File: src/rtl/nco_pkg.sv
// nco_pkg: shared definitions for the NCO sweep sequencer.
//   NCO_SIZE / NCO_DWELL_W : default tuning-word and dwell-counter widths
//   MODE_*                 : sweep-mode encodings carried on cfg_mode
//   sweep_state_t          : sequencer FSM encoding (also exported for debug)
package nco_pkg;

  localparam int NCO_SIZE    = 26;
  localparam int NCO_DWELL_W = 16;

  localparam logic [1:0] MODE_ONESHOT  = 2'd0;
  localparam logic [1:0] MODE_LOOP     = 2'd1;
  localparam logic [1:0] MODE_PINGPONG = 2'd2;
  // Encoding 2'd3 is treated as one-shot.

  typedef enum logic [2:0] {
    ST_IDLE  = 3'd0,
    ST_LOAD  = 3'd1,
    ST_DWELL = 3'd2,
    ST_STEP  = 3'd3,
    ST_DONE  = 3'd4
  } sweep_state_t;

endpackage

File: src/rtl/nco_sweep_step.sv
// nco_sweep_step: combinational next-tuning-word calculator with clamp.
//   cur          : current tuning word
//   step         : unsigned step magnitude
//   target       : end point of the current leg
//   dir_up       : 1 = add step, 0 = subtract step
//   nxt          : next tuning word, clamped to target on reach/overshoot
//   reached_stop : next value meets or passes target (carry/borrow included)
module nco_sweep_step #(
  parameter int SIZE = 26
) (
  input  logic [SIZE-1:0] cur,
  input  logic [SIZE-1:0] step,
  input  logic [SIZE-1:0] target,
  input  logic            dir_up,
  output logic [SIZE-1:0] nxt,
  output logic            reached_stop
);

  // One extra bit so a carry or borrow out of SIZE bits is visible and the
  // result can never wrap.
  logic [SIZE:0] sum;
  logic [SIZE:0] diff;

  assign sum  = {1'b0, cur} + {1'b0, step};
  assign diff = {1'b0, cur} - {1'b0, step};

  always_comb begin
    reached_stop = 1'b0;
    nxt          = target;
    if (dir_up) begin
      reached_stop = (sum >= {1'b0, target});
      nxt          = reached_stop ? target : sum[SIZE-1:0];
    end else begin
      reached_stop = diff[SIZE] || (diff[SIZE-1:0] <= target);
      nxt          = reached_stop ? target : diff[SIZE-1:0];
    end
  end

endmodule

File: src/rtl/nco_sweep_ctrl.sv
// nco_sweep_ctrl: linear frequency-sweep sequencer driving phase_acc's M.
//   clk, reset     : clock, synchronous active-low reset
//   cfg_valid/ready: config handshake; a field set is taken on a clock edge
//                    where cfg_valid and cfg_ready are both high. cfg_ready is
//                    high only while idle; cfg_valid is simply held off while
//                    a sweep runs.
//   cfg_start/stop/step/dwell/mode : sweep configuration fields
//   go, abort      : start (idle only) / stop immediately (abort wins)
//   m_out          : tuning word; m_update pulses when it loads or changes
//   acc_rst        : 1-cycle reset pulse to phase_acc at sweep (re)start
//   busy, done     : sweep running / one-shot completion pulse
//   dbg_state      : current FSM state
module nco_sweep_ctrl
  import nco_pkg::*;
#(
  parameter int SIZE    = NCO_SIZE,
  parameter int DWELL_W = NCO_DWELL_W
) (
  input  logic               clk,
  input  logic               reset,
  input  logic               cfg_valid,
  output logic               cfg_ready,
  input  logic [SIZE-1:0]    cfg_start,
  input  logic [SIZE-1:0]    cfg_stop,
  input  logic [SIZE-1:0]    cfg_step,
  input  logic [DWELL_W-1:0] cfg_dwell,
  input  logic [1:0]         cfg_mode,
  input  logic               go,
  input  logic               abort,
  output logic [SIZE-1:0]    m_out,
  output logic               m_update,
  output logic               acc_rst,
  output logic               busy,
  output logic               done,
  output sweep_state_t       dbg_state
);

  sweep_state_t       state;
  logic [SIZE-1:0]    sh_start, sh_stop, sh_step;
  logic [DWELL_W-1:0] sh_dwell, dwell_cnt;
  logic [1:0]         sh_mode;
  // Current leg end points; ping-pong swaps them at each turn-around.
  logic [SIZE-1:0]    leg_start, leg_stop;
  logic               dir_up;

  logic               at_stop, fixed_tone;
  logic [SIZE-1:0]    step_target, step_next;
  logic               step_dir, step_reached;

  assign at_stop    = (m_out == leg_stop);
  assign fixed_tone = (sh_step == '0) || (sh_start == sh_stop);
  // At a ping-pong turn-around the next value heads back toward leg_start.
  assign step_target = at_stop ? leg_start : leg_stop;
  assign step_dir    = at_stop ? ~dir_up : dir_up;
  assign dbg_state   = state;

  nco_sweep_step #(.SIZE(SIZE)) u_step (
    .cur          (m_out),
    .step         (sh_step),
    .target       (step_target),
    .dir_up       (step_dir),
    .nxt          (step_next),
    .reached_stop (step_reached)
  );

  // DWELL and STEP share the hold logic: every M value (including start)
  // is visible for exactly dwell+1 cycles, the first of which is the
  // LOAD-exit / STEP cycle. Loop restarts reload start directly so the
  // stop value is not held an extra cycle.
  always_ff @(posedge clk) begin
    if (!reset) begin
      state     <= ST_IDLE;
      m_out     <= '0;
      sh_start  <= '0;
      sh_stop   <= '0;
      sh_step   <= '0;
      sh_dwell  <= '0;
      sh_mode   <= '0;
      leg_start <= '0;
      leg_stop  <= '0;
      dir_up    <= 1'b1;
      dwell_cnt <= '0;
      cfg_ready <= 1'b1;
      busy      <= 1'b0;
      done      <= 1'b0;
      m_update  <= 1'b0;
      acc_rst   <= 1'b0;
    end else begin
      m_update <= 1'b0;
      acc_rst  <= 1'b0;
      done     <= 1'b0;
      if (abort && state != ST_IDLE) begin
        state     <= ST_IDLE;
        busy      <= 1'b0;
        cfg_ready <= 1'b1;
      end else begin
        case (state)
          ST_IDLE: begin
            if (cfg_valid) begin
              sh_start <= cfg_start;
              sh_stop  <= cfg_stop;
              sh_step  <= cfg_step;
              sh_dwell <= cfg_dwell;
              sh_mode  <= cfg_mode;
            end
            if (go && !abort) begin
              state     <= ST_LOAD;
              busy      <= 1'b1;
              cfg_ready <= 1'b0;
            end
          end
          ST_LOAD: begin
            m_out     <= sh_start;
            leg_start <= sh_start;
            leg_stop  <= sh_stop;
            dir_up    <= (sh_start <= sh_stop);
            dwell_cnt <= sh_dwell;
            m_update  <= 1'b1;
            acc_rst   <= 1'b1;
            state     <= ST_DWELL;
          end
          ST_DWELL, ST_STEP: begin
            if (dwell_cnt != '0) begin
              dwell_cnt <= dwell_cnt - 1'b1;
              state     <= ST_DWELL;
            end else if (fixed_tone || at_stop) begin
              // End of leg (a fixed tone ends its leg after every dwell).
              if (sh_mode == MODE_LOOP && !fixed_tone) begin
                m_out     <= sh_start;
                leg_start <= sh_start;
                leg_stop  <= sh_stop;
                dir_up    <= (sh_start <= sh_stop);
                dwell_cnt <= sh_dwell;
                m_update  <= 1'b1;
                acc_rst   <= 1'b1;
                state     <= ST_DWELL;
              end else if (sh_mode == MODE_PINGPONG && !fixed_tone) begin
                m_out     <= step_next;
                leg_start <= leg_stop;
                leg_stop  <= leg_start;
                dir_up    <= ~dir_up;
                dwell_cnt <= sh_dwell;
                m_update  <= 1'b1;
                state     <= ST_STEP;
              end else if (sh_mode == MODE_LOOP || sh_mode == MODE_PINGPONG) begin
                // Fixed tone in a repeating mode: keep holding start.
                dwell_cnt <= sh_dwell;
                state     <= ST_DWELL;
              end else begin
                done  <= 1'b1;
                busy  <= 1'b0;
                state <= ST_DONE;
              end
            end else begin
              m_out     <= step_next;
              dwell_cnt <= sh_dwell;
              m_update  <= 1'b1;
              state     <= ST_STEP;
            end
          end
          ST_DONE: begin
            state     <= ST_IDLE;
            cfg_ready <= 1'b1;
          end
          default: begin
            state     <= ST_IDLE;
            busy      <= 1'b0;
            cfg_ready <= 1'b1;
          end
        endcase
      end
    end
  end

endmodule

File: config.mk
export PLATFORM = sky130hd
export DESIGN_NAME = nco_sweep_ctrl
export DESIGN_NICKNAME = d
export VERILOG_FILES = /design/src/rtl/nco_pkg.sv /design/src/rtl/nco_sweep_step.sv /design/src/rtl/nco_sweep_ctrl.sv
export SDC_FILE = /design/constraint.sdc
export NUM_CORES = 1
export LEC_CHECK = 0
export CAP_MARGIN = 20
export CORE_MARGIN = 2
export CORE_UTILIZATION = 45
export CTS_CLUSTER_SIZE = 8
export DETAILED_ROUTE_END_ITERATION = 12
export PLACE_DENSITY = 0.64
export SYNTH_ARGS = -nofsm -noshare
export SYNTH_HDL_FRONTEND = slang
export SYNTH_HIERARCHICAL = 1
export SYNTH_SLANG_ARGS = --single-unit
File: constraint.sdc
create_clock -name clk -period 12.97 [get_ports clk]
set_clock_uncertainty 0.2 [all_clocks]
set_input_delay 2.594 -clock clk [delete_from_list [all_inputs] [get_ports clk]]
set_output_delay 2.594 -clock clk [all_outputs]
set_load 0.02 [all_outputs]
==> impl_metrics.ini <==
[outcome]
status = finished clean

[logic_synthesis]
synth_seq_cells = 199
syn_area_per_cell_um2 = 7.76
netlist_area_mm2 = 0.0139
syn-num-nets = 2028
synth_edf_count = 0
seq_area_frac_synth_pct = 28.6
synthCells = 1792
yosysUniqueCellTypes = 80
synth-async-reset-ratio_pct = 0
yosys_warnings = 6
synth_flop_cell = dfxtp_1

[route]
routed_via_density = 5.80
wl_met2_um = 17700
via_count = 13100
firstDrtPassIters = 6
drt_iter0_markers = 1278
top_layer = met4
m1WireLength_um = 21300
ant_nets = 0
wl_per_cell_um = 18.8
drc_errors = 0
dr_wl_met3_um = 2450
wirelength_um = 42500

[setup_path]
worst-path-max-fanout = 27
rr_worst_depth = 25
crit_path_end_kind = flip-flop
critPathRequiredTime_ns = 13.09
cp.arrival_ns = 6.31
slowest_delay_ns = 0.49
start_kind = flip-flop
crit_type = reg -> reg
crit_path_top_delay_cell = fa_1

[placed_design]
dpl_cell_area_mm2 = 0.0154
gp_congestion = 0.916
port_buffers = 134
dpl.hpwl_um = 32100

[clock_tree]
postCtsResizedCells = 0
htreeDepth = 4
cts_tree = yes
clockBufferDepth = 2
post_cts_buffers = 0
clock_sinks = 199
root_buffer = clkbuf_16
hold_buffers = 0
path_clk_slew_ns = 0.07
clk_latency_ns = 0.46
cts_buffers = 17

[power]
leakage_uw = 0.00617
fin_total_pwr_uw = 2050
p_comb_share_pct = 38.4
switching_power_uw = 779
swShare_pct = 38.1
p_per_area_mw_per_mm2 = 128
p_clk_share_pct = 27.2
p_seq_share_pct = 34.4
internal_power_uw = 1270
vdd_ir_drop_max_mv = 0.0999

[sta]
post-route-period-util_pct = 47.7
worst_slew_pin_slew_ns = 1.15
setup_viol = 0
period_minus_slack_ns = 6.19
slew_headroom_pct = 22.0
setup-tns-final_ns = 0
report.final.slew_viol_count = 0
finalHoldViolCount = 0
max_freq_ghz = 0.162
rsz0062_at_grt = no

[cells_and_area]
fill_cells = 2958
regArea_mm2 = 0.00398
nNetsFinal = 2087
area_growth_pct = 15.3
final_area_mm2 = 0.0160
insertedDiodeCount = 0
multi_input_area_mm2 = 0.00908
drive_gt1_share_pct = 5.58
postLayoutCoreUtil_pct = 52.5

[floorplanning]
die_area_mm2 = 0.0323
rows = 64
coreArea_mm2 = 0.0305
ioPinCount = 135
start_util_pct = 45.6
fp.dieH_um = 180
die_w_um = 180

[job]
drv_cap = 0

[global_routing]
antenna_found_initial = 0
first_global_vias = 12100
track_usage_pct = 25.8
grt_pass1_wl_um = 67500
grt_max_degree = 108
overflow = 0

[worst_hold_path]
holdPathStages = 2
min_path_type = reg -> reg
## routing by layer
layer / vias to the layer above / GRT usage, %
met3: 47 / 3.83
met5: - / 0
met2: 417 / 37.1
met4: 0 / 7.97
li1: 6456 / -
met1: 6181 / 39.2
## worst max-delay path, delay by kind of cell, from the launching register on
family                   cells  cell delay [ns]
flip-flops                   1             0.39
adder cells (fa/ha/maj)      3             0.94
buffers and inverters        3             0.46
AND/OR/NAND/NOR              6             1.27
XOR/XNOR                     1             0.15
AO/OA/AOI/OAI               12             2.61
## final timing paths
path | slack (ns) | end | start
min | 0.26 | sh_dwell[13]$_SDFFE_PN0P_ | sh_dwell[13]$_SDFFE_PN0P_
max reg2reg | 6.78 | m_out[4]$_SDFFE_PN0P_ | m_out[0]$_SDFFE_PN0P_
max | 6.78 | m_out[4]$_SDFFE_PN0P_ | m_out[0]$_SDFFE_PN0P_
min reg2reg | 0.26 | sh_dwell[13]$_SDFFE_PN0P_ | sh_dwell[13]$_SDFFE_PN0P_
## flip-flops by register name, summed over array words and instances (netlist names)
name / cells
m_out: 26
m_update: 1
acc_rst: 1
sh_dwell: 16
sh_step: 26
sh_stop: 26
dir_up: 1
busy: 1
sh_mode: 2
leg_stop: 26
done: 1
cfg_ready: 1
dwell_cnt: 16
leg_start: 26
sh_start: 26
dbg_state: 3
## Yosys cell counts (9+ instances only)
cell / instances / area, µm²
nand3_1: 13 / 65.1
nor2_1: 154 / 578
buf_4: 9 / 67.6
nand2b_1: 15 / 93.8
nor2b_1: 12 / 75.1
xor2_1: 25 / 219
buf_2: 17 / 85.1
dfxtp_1: 199 / 3980
a21o_1: 29 / 218
clkbuf_1: 73 / 274
a31oi_1: 38 / 238
xnor2_1: 48 / 420
ha_1: 133 / 1660
nand4_1: 27 / 169
o21bai_1: 15 / 113
and2_1: 16 / 100
o21a_1: 12 / 90.1
a221o_1: 18 / 180
nor4_1: 21 / 131
mux2i_1: 52 / 521
o31ai_1: 11 / 82.6
mux2_2: 26 / 293
a21oi_1: 167 / 836
o21ai_0: 60 / 300
a211oi_1: 61 / 458
nor3_1: 26 / 130
inv_1: 110 / 413
nand2_1: 293 / 1100
## layout make-up
| cell class | count | area share [%] |
|---|---|---|
| Multi-Input combinational cell | 1374 | 56.7 |
| Sequential cell | 199 | 24.8 |
| Timing Repair Buffer | 148 | 9.10 |
| Tap cell | 396 | 3.09 |
| Clock buffer | 20 | 2.79 |
| Inverter | 111 | 2.61 |
| Clock inverter | 12 | 0.890 |
## metrics by stage
stage               instances  worst slack, ns  hold slack (ns)
floorplan                1792             7.81            0.237
global placement         2225             6.85            0.248
detailed placement       2225             6.82            0.251
CTS                      2257             6.77            0.261
global route             2260             6.40            0.273
finish                   2260             6.78            0.258
## power by group through the flow
stage / Clock (µW) / Combinational [µW] / Sequential, µW
after global placement: 0 / 767 / 716
final: 556 / 786 / 705
after floorplan: 0 / 553 / 704
after CTS: 567 / 774 / 704
after global routing: 587 / 870 / 710
after detailed placement: 0 / 768 / 718
## placed cells by master, fill, tap and decap left out, types with 7 or more instances in the layout
master,count
a211oi_1,61
o31ai_1,11
clkbuf_16,17
nor3_1,26
mux2_2,26
o211ai_1,8
buf_4,11
xnor2_1,48
o21ai_0,60
nor2b_1,12
a21oi_1,167
dfxtp_1,199
xor2_1,25
and2_1,15
a221o_1,18
nor4_1,21
a22oi_1,8
o21a_1,12
a21o_1,28
o21bai_1,14
nand2_1,292
nand4_1,27
nand2b_1,15
ha_1,133
nand3_1,13
inv_1,109
clkdlybuf4s50_1,134
mux2i_1,52
a31oi_1,37
nor2_1,154
o221a_2,7
## logic make-up (layout without fill, tap and decap cells)
family / count (synthesis) / after routing / share of synthesized area, %
compound gates: 480 / 480 / 22.9
xor+xnor: 73 / 73 / 4.60
fa+ha+maj: 135 / 135 / 12.3
buf+inv: 219 / 291 / 6.37
flops: 199 / 199 / 28.6
mux: 78 / 78 / 5.85
simple gates: 608 / 608 / 19.4
Note: power is estimated with default switching activity, not from simulation.
